<file path="src/rtl/seg_scan_if.sv">
// Display-side bus of the 7-segment scan controller: value/dp load handshake,
// live digit controls and the active-low pin drives.
interface seg_scan_if #(
    parameter int NUM_DIGITS = 8
);
    logic [4*NUM_DIGITS-1:0] value_in;
    logic [NUM_DIGITS-1:0]   dp_in;
    logic                    load;
    logic                    load_ack;
    logic [NUM_DIGITS-1:0]   digit_en;
    logic                    lz_suppress;
    logic [NUM_DIGITS-1:0]   an_n;
    logic [6:0]              seg_n;
    logic                    dp_n;
    logic                    frame_tick;

    modport master (
        output value_in, dp_in, load, digit_en, lz_suppress,
        input  load_ack, an_n, seg_n, dp_n, frame_tick
    );

    modport slave (
        input  value_in, dp_in, load, digit_en, lz_suppress,
        output load_ack, an_n, seg_n, dp_n, frame_tick
    );
endinterface

</file>
<file path="src/rtl/seg_scan_ctrl.sv">
// Hex nibble to 7-segment pattern {g,f,e,d,c,b,a}, active-high.
// Combinational, zero latency.
// No flow control.
module bin_to_seg (
    input  logic [3:0] nibble,
    output logic [6:0] seg
);
    always_comb begin
        seg = 7'h00;
        case (nibble)
            4'h0: seg = 7'h3F;
            4'h1: seg = 7'h06;
            4'h2: seg = 7'h5B;
            4'h3: seg = 7'h4F;
            4'h4: seg = 7'h66;
            4'h5: seg = 7'h6D;
            4'h6: seg = 7'h7D;
            4'h7: seg = 7'h07;
            4'h8: seg = 7'h7F;
            4'h9: seg = 7'h6F;
            4'hA: seg = 7'h77;
            4'hB: seg = 7'h7C;
            4'hC: seg = 7'h39;
            4'hD: seg = 7'h5E;
            4'hE: seg = 7'h79;
            4'hF: seg = 7'h71;
            default: seg = 7'h00;
        endcase
    end
endmodule

// Time-multiplexed common-anode 7-segment scanner with frame-synchronous value loads.
// Pins lag the slot counter by one cycle; a load is acked the cycle after the frame-end commit.
// load is never refused: a newer load overwrites an uncommitted one.
module seg_scan_ctrl #(
    parameter int NUM_DIGITS   = 8,
    parameter int REFRESH_DIV  = 100000,
    parameter int BLANK_CYCLES = 16
) (
    input  logic      clk,
    input  logic      rst_n,
    seg_scan_if.slave bus
);
    localparam int CW = $clog2(REFRESH_DIV);
    localparam int IW = (NUM_DIGITS > 1) ? $clog2(NUM_DIGITS) : 1;
    localparam logic [CW-1:0] CNT_LAST  = CW'(REFRESH_DIV - 1);
    localparam logic [CW-1:0] CNT_SHOW  = CW'(BLANK_CYCLES);
    localparam logic [IW-1:0] IDX_LAST  = IW'(NUM_DIGITS - 1);

    typedef enum logic {BLANK = 1'b0, SHOW = 1'b1} state_t;

    state_t                  state;
    logic [CW-1:0]           cnt;
    logic [IW-1:0]           idx;
    logic [4*NUM_DIGITS-1:0] shadow_val;
    logic [NUM_DIGITS-1:0]   shadow_dp;
    logic [4*NUM_DIGITS-1:0] pend_val;
    logic [NUM_DIGITS-1:0]   pend_dp;
    logic                    pend_vld;

    logic                    slot_end;
    logic                    frame_end;
    logic [CW-1:0]           cnt_nxt;
    logic [IW-1:0]           idx_nxt;
    logic [3:0]              nibble;
    logic [6:0]              seg_raw;
    logic [NUM_DIGITS-1:0]   supp;
    logic [NUM_DIGITS-1:0]   an_on;
    logic                    zero_run;
    logic                    lit;

    always_comb begin
        slot_end  = (cnt == CNT_LAST);
        frame_end = slot_end && (idx == IDX_LAST);
        cnt_nxt   = slot_end ? '0 : cnt + 1'b1;
        idx_nxt   = idx;
        if (slot_end) begin
            idx_nxt = (idx == IDX_LAST) ? '0 : idx + 1'b1;
        end
    end

    // A digit is a leading zero when it and every digit above it are zero.
    always_comb begin
        zero_run = bus.lz_suppress;
        supp     = '0;
        for (int i = NUM_DIGITS - 1; i >= 0; i--) begin
            zero_run = zero_run && (shadow_val[4*i +: 4] == 4'h0);
            supp[i]  = zero_run && (i != 0);
        end
    end

    always_comb begin
        an_on      = '1;
        an_on[idx] = 1'b0;
    end

    assign nibble = shadow_val[{idx, 2'b00} +: 4];
    assign lit    = bus.digit_en[idx] && !supp[idx];

    bin_to_seg u_dec (
        .nibble (nibble),
        .seg    (seg_raw)
    );

    always_ff @(posedge clk or negedge rst_n) begin
        if (!rst_n) begin
            state          <= BLANK;
            cnt            <= '0;
            idx            <= '0;
            shadow_val     <= '0;
            shadow_dp      <= '0;
            pend_val       <= '0;
            pend_dp        <= '0;
            pend_vld       <= 1'b0;
            bus.an_n       <= '1;
            bus.seg_n      <= 7'h7F;
            bus.dp_n       <= 1'b1;
            bus.load_ack   <= 1'b0;
            bus.frame_tick <= 1'b0;
        end else begin
            cnt   <= cnt_nxt;
            idx   <= idx_nxt;
            state <= (cnt_nxt < CNT_SHOW) ? BLANK : SHOW;
            // Look-ahead so the pulse coincides with the commit cycle itself.
            bus.frame_tick <= (cnt_nxt == CNT_LAST) && (idx_nxt == IDX_LAST);

            if (state == SHOW && lit) begin
                bus.an_n  <= an_on;
                bus.seg_n <= ~seg_raw;
                bus.dp_n  <= ~shadow_dp[idx];
            end else begin
                bus.an_n  <= '1;
                bus.seg_n <= 7'h7F;
                bus.dp_n  <= 1'b1;
            end

            // Shadow only moves at the frame boundary so a frame is never torn.
            if (frame_end) begin
                if (bus.load) begin
                    shadow_val <= bus.value_in;
                    shadow_dp  <= bus.dp_in;
                end else if (pend_vld) begin
                    shadow_val <= pend_val;
                    shadow_dp  <= pend_dp;
                end
                pend_vld     <= 1'b0;
                bus.load_ack <= bus.load || pend_vld;
            end else begin
                bus.load_ack <= 1'b0;
                if (bus.load) begin
                    pend_val <= bus.value_in;
                    pend_dp  <= bus.dp_in;
                    pend_vld <= 1'b1;
                end
            end
        end
    end
endmodule

</file>
<file path="src/flat_wrapper.sv">
// flat-port wrapper written by rule: the top's interface ports become plain ports
module seg_scan_ctrl_flat 
#(
    parameter int NUM_DIGITS   = 8,
    parameter int REFRESH_DIV  = 100000,
    parameter int BLANK_CYCLES = 16
)
  (clk, rst_n, bus_value_in, bus_dp_in, bus_load, bus_digit_en, bus_lz_suppress, bus_load_ack, bus_an_n, bus_seg_n, bus_dp_n, bus_frame_tick);
  seg_scan_if #(.NUM_DIGITS(NUM_DIGITS)) bus_i ();
  input  logic clk;
  input  logic rst_n;
  input wire logic [$bits(bus_i.value_in)-1:0] bus_value_in;
  input wire logic [$bits(bus_i.dp_in)-1:0] bus_dp_in;
  input wire logic [$bits(bus_i.load)-1:0] bus_load;
  input wire logic [$bits(bus_i.digit_en)-1:0] bus_digit_en;
  input wire logic [$bits(bus_i.lz_suppress)-1:0] bus_lz_suppress;
  output wire logic [$bits(bus_i.load_ack)-1:0] bus_load_ack;
  output wire logic [$bits(bus_i.an_n)-1:0] bus_an_n;
  output wire logic [$bits(bus_i.seg_n)-1:0] bus_seg_n;
  output wire logic [$bits(bus_i.dp_n)-1:0] bus_dp_n;
  output wire logic [$bits(bus_i.frame_tick)-1:0] bus_frame_tick;
  assign bus_i.value_in = bus_value_in;
  assign bus_i.dp_in = bus_dp_in;
  assign bus_i.load = bus_load;
  assign bus_i.digit_en = bus_digit_en;
  assign bus_i.lz_suppress = bus_lz_suppress;
  assign bus_load_ack = bus_i.load_ack;
  assign bus_an_n = bus_i.an_n;
  assign bus_seg_n = bus_i.seg_n;
  assign bus_dp_n = bus_i.dp_n;
  assign bus_frame_tick = bus_i.frame_tick;
  seg_scan_ctrl #(.NUM_DIGITS(NUM_DIGITS), .REFRESH_DIV(REFRESH_DIV), .BLANK_CYCLES(BLANK_CYCLES)) u_core (.clk(clk), .rst_n(rst_n), .bus(bus_i));
endmodule
</file>
<file path="config.mk">
export PLATFORM = sky130hd
export DESIGN_NAME = seg_scan_ctrl_flat
export DESIGN_NICKNAME = d
export VERILOG_FILES = /design/src/rtl/seg_scan_if.sv /design/src/rtl/seg_scan_ctrl.sv /design/src/flat_wrapper.sv
export SDC_FILE = /design/constraint.sdc
export NUM_CORES = 1
export LEC_CHECK = 0
export CAP_MARGIN = 15
export CORE_UTILIZATION = 50
export CTS_CLUSTER_DIAMETER = 50
export DETAILED_ROUTE_END_ITERATION = 6
export GPL_ROUTABILITY_DRIVEN = 0
export MAX_ROUTING_LAYER = met4
export PLACE_DENSITY = 0.72
export SLEW_MARGIN = 20
export SYNTH_ARGS = -nofsm -noshare
export SYNTH_HDL_FRONTEND = slang
export SYNTH_SLANG_ARGS = --single-unit
</file>
<file path="constraint.sdc">
create_clock -name clk -period 3.9 [get_ports clk]
set_input_delay 1.17 -clock clk [delete_from_list [all_inputs] [get_ports clk]]
set_output_delay 1.17 -clock clk [all_outputs]
set_load 0.005 [all_outputs]
</file>
==> key figures, run 1 <==
Status
  – Result of the run: finished, final reports clean

Routing
  – Number of DRC violations after detailed-routing iteration 0: between 200 and 300
  – Initial DRT Pass Iterations: 4
  – Highest metal used: met4
  – Detailed Route WL: between 10,000 and 15,000 um
  – Residual DRC: 0
  – Routed length on met3: about 500 um
  – Met2 wire length: about 6000 um
  – DRT antenna net count: 0
  – Routed length on met1: 5659 um
  – Overall via count from detail_route: roughly 4,200
  – Vias per cell: 5.650
  – Wire length per cell: 16.71 um

Worst setup path
  – Crit-path max FO: 16
  – First element of the critical path: bus_digit_en[2]
  – Critical Path Start Type: input port
  – Arrival time at the worst endpoint: roughly 3.3 ns
  – Crit path capture type: register
  – Kind of critical path: in2reg
  – Required time at the endpoint of the critical path: ~4.2 ns
  – Critical R2R Launch: u_core.idx[1]

GRT
  – Initial antenna violation count: 0
  – Wire length of the first global-routing pass: around 21,000 um
  – Global-route usage over all layers: 0.2227
  – Total congestion overflow: 0
  – Via count of the first global-routing pass: 4,263
  – Maximum number of pins on one net before global-route repair: 81

Clocking
  – TritonCTS clock tree: built
  – Total of hold buffers inserted after clock tree synthesis: 0
  – Clock-pin slew on the worst setup and hold paths: ~0.050 ns
  – CTS root buf: clkbuf_16
  – Source-to-sink clock delay at the later pin of the worst-skew pair: slightly above 0.4 ns
  – H-tree lvl count: 4
  – Setup Fix Bufs, Post-CTS: 0
  – CTS Buf Count: 17
  – Maximum clock path buffer count: 2
  – Total of cells resized after clock tree synthesis: 0
  – Number of sinks handled by clock tree synthesis: 120

Hold path
  – Hold_sp: u_core.shadow_dp[7]
  – Worst hold path class: reg2reg

Synth
  – Mapped Avg Cell Area: approximately 11 um2
  – Most frequently used flop master after synthesis: dfrtp_1
  – Syn Nets: 586
  – Flop and latch count out of synthesis: 120
  – Asr flop ratio synth: 1.000
  – Number of synthesized flops with an enable pin: 0
  – Cell area after technology mapping: about 5900 um2
  – Total number of yosys warnings: 0
  – Portion of the post-synthesis area used by sequential elements: 0.5102
  – Post-synth cell types: between 50 and 60
  – Synthesized netlist cell count: about 530

Die
  – Total core area: between 10,000 and 15,000 um2
  – Width of the die: roughly 110 um
  – Boundary Pins: 70
  – Chip height: ~110 um
  – Starting Density: 0.5166
  – Total Die Area: around 12,000 um2
  – FP Rows: 39

Run
  – Max Cap Viol: 0

Placement
  – Number of buffers inserted by port buffering: around 70
  – Post-detailed-placement half-perimeter wirelength: between 8000 and 9000 um

Power
  – Leakage power total: 3.151 nW
  – IR drop worst, VDD: ~0.33 mV
  – Cell area power density: around 430 nW/um2

Timing
  – Setup repair after global routing missed its margin: false
  – Hold WS: 0.4831 ns
  – Final Hold Violating Endpoints: 0
  – Final setup fails: 0
  – Setup Skew: just under 0.008 ns
  – Upper clock frequency limit: 0.3322 GHz
  – Setup_tns: 0 ns
  – Max-slew violations: 0
  – Max-Slew Margin vs Limit: 0.3656
  – Minimum period implied by the final worst setup slack: about 3.0 ns
  – Measured slew at the worst slew-check pin: around 0.95 ns
  – Fraction of the cycle the final worst path needs: 0.7718

Cells and area
  – Share of post-route cells with drive strength above 1: 0.1866
  – Area growth syn-to-layout: 22.66%
  – Final layout net count: 643
  – Diode count: 0
## sequential cells by signal (all words and copies together) (netlist names)
name and count:
u_core.bus.an_n 8, u_core.bus.dp_n 1, u_core.bus.frame_tick 1, u_core.bus.load_ack 1
u_core.bus.seg_n 7, u_core.cnt 17, u_core.idx 3, u_core.pend_dp 8
u_core.pend_val 32, u_core.pend_vld 1, u_core.shadow_dp 8, u_core.shadow_val 32
u_core.state 1
## cell usage in the layout, fill, tap and decap left out, types with 3 or more instances in the layout
| cell type | Yosys | final |
|---|---|---|
| mux4_2 | 9 | 9 |
| nand3b_1 | 5 | 5 |
| clkinv_2 | 0 | 4 |
| dfstp_2 | 16 | 16 |
| nor2b_1 | 3 | 3 |
| clkdlybuf4s50_1 | 0 | 67 |
| dfrtp_1 | 104 | 104 |
| xnor2_1 | 11 | 11 |
| a21oi_1 | 5 | 5 |
| nand2_1 | 63 | 63 |
| buf_4 | 3 | 10 |
| nor2_1 | 21 | 21 |
| mux2i_1 | 52 | 52 |
| nand4_1 | 4 | 4 |
| xor2_1 | 8 | 8 |
| ha_1 | 9 | 9 |
| o21ai_0 | 48 | 48 |
| clkbuf_16 | 0 | 17 |
| nor3_1 | 11 | 11 |
| nor4_1 | 9 | 9 |
| mux2_2 | 42 | 42 |
| nand3_1 | 15 | 15 |
| clkbuf_1 | 22 | 5 |
| a31oi_1 | 3 | 3 |
| or4_1 | 3 | 3 |
| nor3b_1 | 3 | 3 |
| bufinv_16 | 0 | 4 |
| o211ai_1 | 6 | 6 |
| inv_1 | 5 | 5 |
## stage by stage
stage / power, mW / setup slack [ns] / instance area [um2] / instances / utilization
after floorplan: 1.429 / 1.442 / 5924 / 525 / -
after global placement: 1.533 / 0.5103 / 6661 / 706 / 0.5809
after detailed placement: 1.540 / 0.4422 / 6661 / 706 / 0.5809
after CTS: 3.159 / 0.8700 / 7267 / 738 / 0.6337
after global routing: 3.231 / 0.6651 / 7267 / 738 / 0.6337
final: 3.122 / 0.8901 / 7267 / 738 / 0.6337
## path summary, 6_finish.rpt
check,to,slack [ns],depth (start not counted)
min in group asynchronous,u_core.cnt[12],0.82,1
hold reg to reg,u_core.shadow_dp[7],0.48,2
setup / recovery,u_core.bus.seg_n[1],0.89,5
setup reg to reg,u_core.bus.seg_n[3],0.97,9
max in group asynchronous,u_core.bus.dp_n,2.25,2
hold / removal,u_core.shadow_dp[7],0.48,2
## layer usage
metal,vias to the layer above,track usage
li1,1987,-
met1,2073,0.2856
met2,92,0.3445
met3,18,0.05577
met4,0,0.08000
met5,-,-
## where the power goes
group	internal [mW]	total (mW)	switching (mW)
Clock	1.08	1.61	0.526
Combinational	0.116	0.200	0.0836
Sequential	1.30	1.32	0.0212
## cell type report
cell class / instances / area (um2)
fillers: 924 / 4200
flip-flops and latches: 120 / 3023
multi-input cells: 360 / 2690
repair buffers: 78 / 750.7
clock buffers: 23 / 457.9
well taps: 143 / 178.9
clock inverters: 9 / 147.6
inverters: 5 / 18.77
## critical path: stages
cell and delay (ns):
clkdlybuf4s50_1 0.49, mux2i_1 0.07, mux4_2 0.53, a2111oi_4 0.77, o221ai_1 0.26
## cells in the mapped netlist, types with 3 or more instances
cell type / count / share of area
o211ai_1: 6 / 0.0076
a21oi_1: 5 / 0.0042
nor2_1: 21 / 0.013
nor3b_1: 3 / 0.0038
nor4_1: 9 / 0.0095
or4_1: 3 / 0.0038
mux2i_1: 52 / 0.088
clkbuf_1: 22 / 0.014
nand4_1: 4 / 0.0042
xor2_1: 8 / 0.012
mux4_2: 9 / 0.034
nand3b_1: 5 / 0.0063
a31oi_1: 3 / 0.0032
nor3_1: 11 / 0.0093
inv_1: 5 / 0.0032
o21ai_0: 48 / 0.041
dfrtp_1: 104 / 0.44
buf_4: 3 / 0.0038
nand3_1: 15 / 0.013
nor2b_1: 3 / 0.0032
dfstp_2: 16 / 0.071
buf_2: 11 / 0.0093
nand2_1: 63 / 0.040
xnor2_1: 11 / 0.016
mux2_2: 42 / 0.080
ha_1: 9 / 0.019
## cells by family (layout without fill, tap and decap cells)
kind of cell,after synthesis,count (layout),synth area share
AOI/OAI and AO/OA,76,76,0.07920
muxes,103,103,0.2019
buffers and inverters,45,115,0.03569
and+or+nand+nor,153,153,0.1259
adders and majority gates,9,9,0.01901
xor gates and xnor gates,19,19,0.02809
DFF,120,120,0.5102
No activity file was read; power rests on OpenSTA's default activity.
==> run 2, diff against run 1 <==
PLACE_DENSITY = 0.74   (was 0.72)
clock period = 2.7 ns   (was 3.9 ns; I/O delays follow)
==> key figures, run 2 (synthesized netlist as in run 1, its figures left out) <==
Clocking
  – CTS root buf: clkbuf_16
  – Total of cells resized after clock tree synthesis: 0 (unchanged)
  – H-tree lvl count: 4 (unchanged)
  – Total of hold buffers inserted after clock tree synthesis: 0 (unchanged)
  – Source-to-sink clock delay at the later pin of the worst-skew pair: 0.41 ns (about the same)
  – Maximum clock path buffer count: 2 (unchanged)
  – Setup Fix Bufs, Post-CTS: 0 (unchanged)
  – CTS Buf Count: 17 (unchanged)
  – Number of sinks handled by clock tree synthesis: 120 (unchanged)
  – Clock-pin slew on the worst setup and hold paths: 0.05 ns (about the same)
  – TritonCTS clock tree: built

Routing
  – Initial DRT Pass Iterations: 4 (unchanged)
  – Overall via count from detail_route: 4,185 (+0.36%)
  – Wire length per cell: 16.41 um (-1.8%)
  – DRT antenna net count: 0 (unchanged)
  – Detailed Route WL: 12,240 um (-0.73%)
  – Number of DRC violations after detailed-routing iteration 0: 200 (-28%)
  – Vias per cell: 5.610 (-0.72%)
  – Residual DRC: 0 (unchanged)

Placement
  – Cell total after placement: 716 (+1.4%)
  – Minimum setup slack after placement: -0.001295 ns (-0.4435 ns)
  – Number of buffers inserted by port buffering: 69 (unchanged)
  – Post-detailed-placement half-perimeter wirelength: 8715 um (+3.4%)

Cells and area
  – Commonest cells after routing, fill and taps aside: 104 x dfrtp_1, 67 x clkdlybuf4s50_1, 63 x nand2_1, 52 x mux2i_1, 48 x o21ai_0
  – Final cell count without fillers: 746 (+1.1%)
  – Diode count: 0 (unchanged)
  – Biggest registers after layout: u_core.pend_val (32), u_core.shadow_val (32), u_core.cnt (17)
  – Leading cell type in the layout, fill and taps excluded: dfrtp_1
  – # fillers: 910 (-1.5%)
  – Share of post-route cells with drive strength above 1: 0.2023 (+0.01577)
  – Area growth syn-to-layout: 23.21%
  – Final layout net count: 653 (+1.6%)

Die
  – Starting Density: 0.5166 (unchanged)
  – Total Die Area: 12,290 um2 (unchanged)
  – Boundary Pins: 70 (unchanged)
  – FP Rows: 39 (unchanged)
  – Width of the die: 110.9 um (unchanged)
  – Chip height: 110.9 um (unchanged)
  – Total core area: 11,470 um2 (unchanged)

Timing
  – Upper clock frequency limit: 0.4203 GHz
  – Max-slew violations: 0 (unchanged)
  – Setup WS post-layout: 0.3205 ns (-0.5696 ns)
  – Minimum period implied by the final worst setup slack: 2.380 ns
  – Final setup fails: 0 (unchanged)
  – Final Hold Violating Endpoints: 0 (unchanged)
  – Measured slew at the worst slew-check pin: 0.6371 ns (-0.3146 ns)
  – Fraction of the cycle the final worst path needs: 0.8813
  – Hold WS: 0.3267 ns (-0.1564 ns)
  – Setup_tns: 0 ns (unchanged)
  – Setup Skew: 0.007921 ns (-0.00001524 ns)
  – Max-Slew Margin vs Limit: 0.5753 (+0.2097)
  – Setup repair after global routing missed its margin: false

Worst setup path
  – Critical Path Start Type: register
  – Kind of critical path: reg2reg
  – CP peak stage delay: 0.59 ns (-0.18 ns)
  – Crit path capture type: register
  – Required time at the endpoint of the critical path: 3.01 ns (-1.17 ns)
  – Crit-path max FO: 16 (unchanged)
  – Cell type with the highest occurrence count on the critical path: buf_4
  – Flop-to-flop setup slack: 0.32 ns (-0.65 ns)
  – Master of the slowest instance on the critical path: dfrtp_1
  – Worst-path cell chain: buf_4, and2_1, o211ai_1, a21oi_1, o21a_1, a2111oi_4, buf_4, o221ai_1
  – Arrival time at the worst endpoint: 2.69 ns (-0.60 ns)

Power
  – IR drop worst, VDD: 0.4851 mV (+48%)
  – Cell area power density: 580.9 nW/um2 (+35%)
  – Overall power of the completed layout: 4.240 mW (+36%)
  – Leakage power total: 3.175 nW (+0.76%)

GRT
  – Total congestion overflow: 0 (unchanged)
  – Via count of the first global-routing pass: 4,353 (+2.1%)
  – Wire length of the first global-routing pass: 21,090 um (unchanged)
  – Initial antenna violation count: 0 (unchanged)
  – Maximum number of pins on one net before global-route repair: 81 (unchanged)
  – Global-route usage over all layers: 0.2245 (+0.001879)

Hold path
  – Worst hold path class: in2async

Status
  – Result of the run: finished, final reports clean

Run
  – Max Cap Viol: 0 (unchanged)
-- run 2: where the power goes --
group	internal [mW]	switching (mW)
clock	1.29	0.751
combinational	0.174	0.123
sequential	1.87	0.0302
total	3.34	0.904
-- run 2: metal layers --
metal / wire length, um / up-vias / global-route usage
li1: - / 2020 / -
met1: 5418 / 2037 / 0.2767
met2: 5960 / 107 / 0.3449
met3: 623 / 21 / 0.06233
met4: 238 / 0 / 0.1031
met5: 0 / - / -
-- run 2: cell type report --
cell class	count	area [um2]	share of cell area
Sequential cell	120	3023	0.4141
Timing Repair Buffer	88	850.8	0.1166
Inverter	5	18.77	0.002571
Clock buffer	21	460.4	0.06308
Tap cell	143	178.9	0.02451
Clock inverter	9	77.57	0.01063
Multi-Input combinational cell	360	2690	0.3685
-- run 2: final timing paths --
kind / startpoint / to / depth (start not counted)
max: u_core.idx[0] / u_core.bus.seg_n[5] / 8
min: rst_n / u_core.cnt[8] / 1
max reg2reg: u_core.idx[0] / u_core.bus.seg_n[5] / 8
min reg2reg: u_core.shadow_dp[5] / u_core.shadow_dp[5] / 2
max in group asynchronous: rst_n / u_core.bus.seg_n[6] / 2
min in group clk: u_core.shadow_dp[5] / u_core.shadow_dp[5] / 2
-- run 2: worst max-delay path: cells and delay by family, from the launching register on --
family                 cells  cell delay (ns)
AOI/OAI and AO/OA          5             0.92
buffers and inverters      2             0.52
DFF                        1             0.59
and+or+nand+nor            1             0.24
-- run 2: metrics by stage --
stage,utilization,cell area [um2]
2_1_floorplan,-,5924
3_5_place_dp,0.5896,6761
3_3_place_gp,0.5896,6761
6_report,0.6366,7300
4_1_cts,0.6366,7300
5_1_grt,0.6366,7300
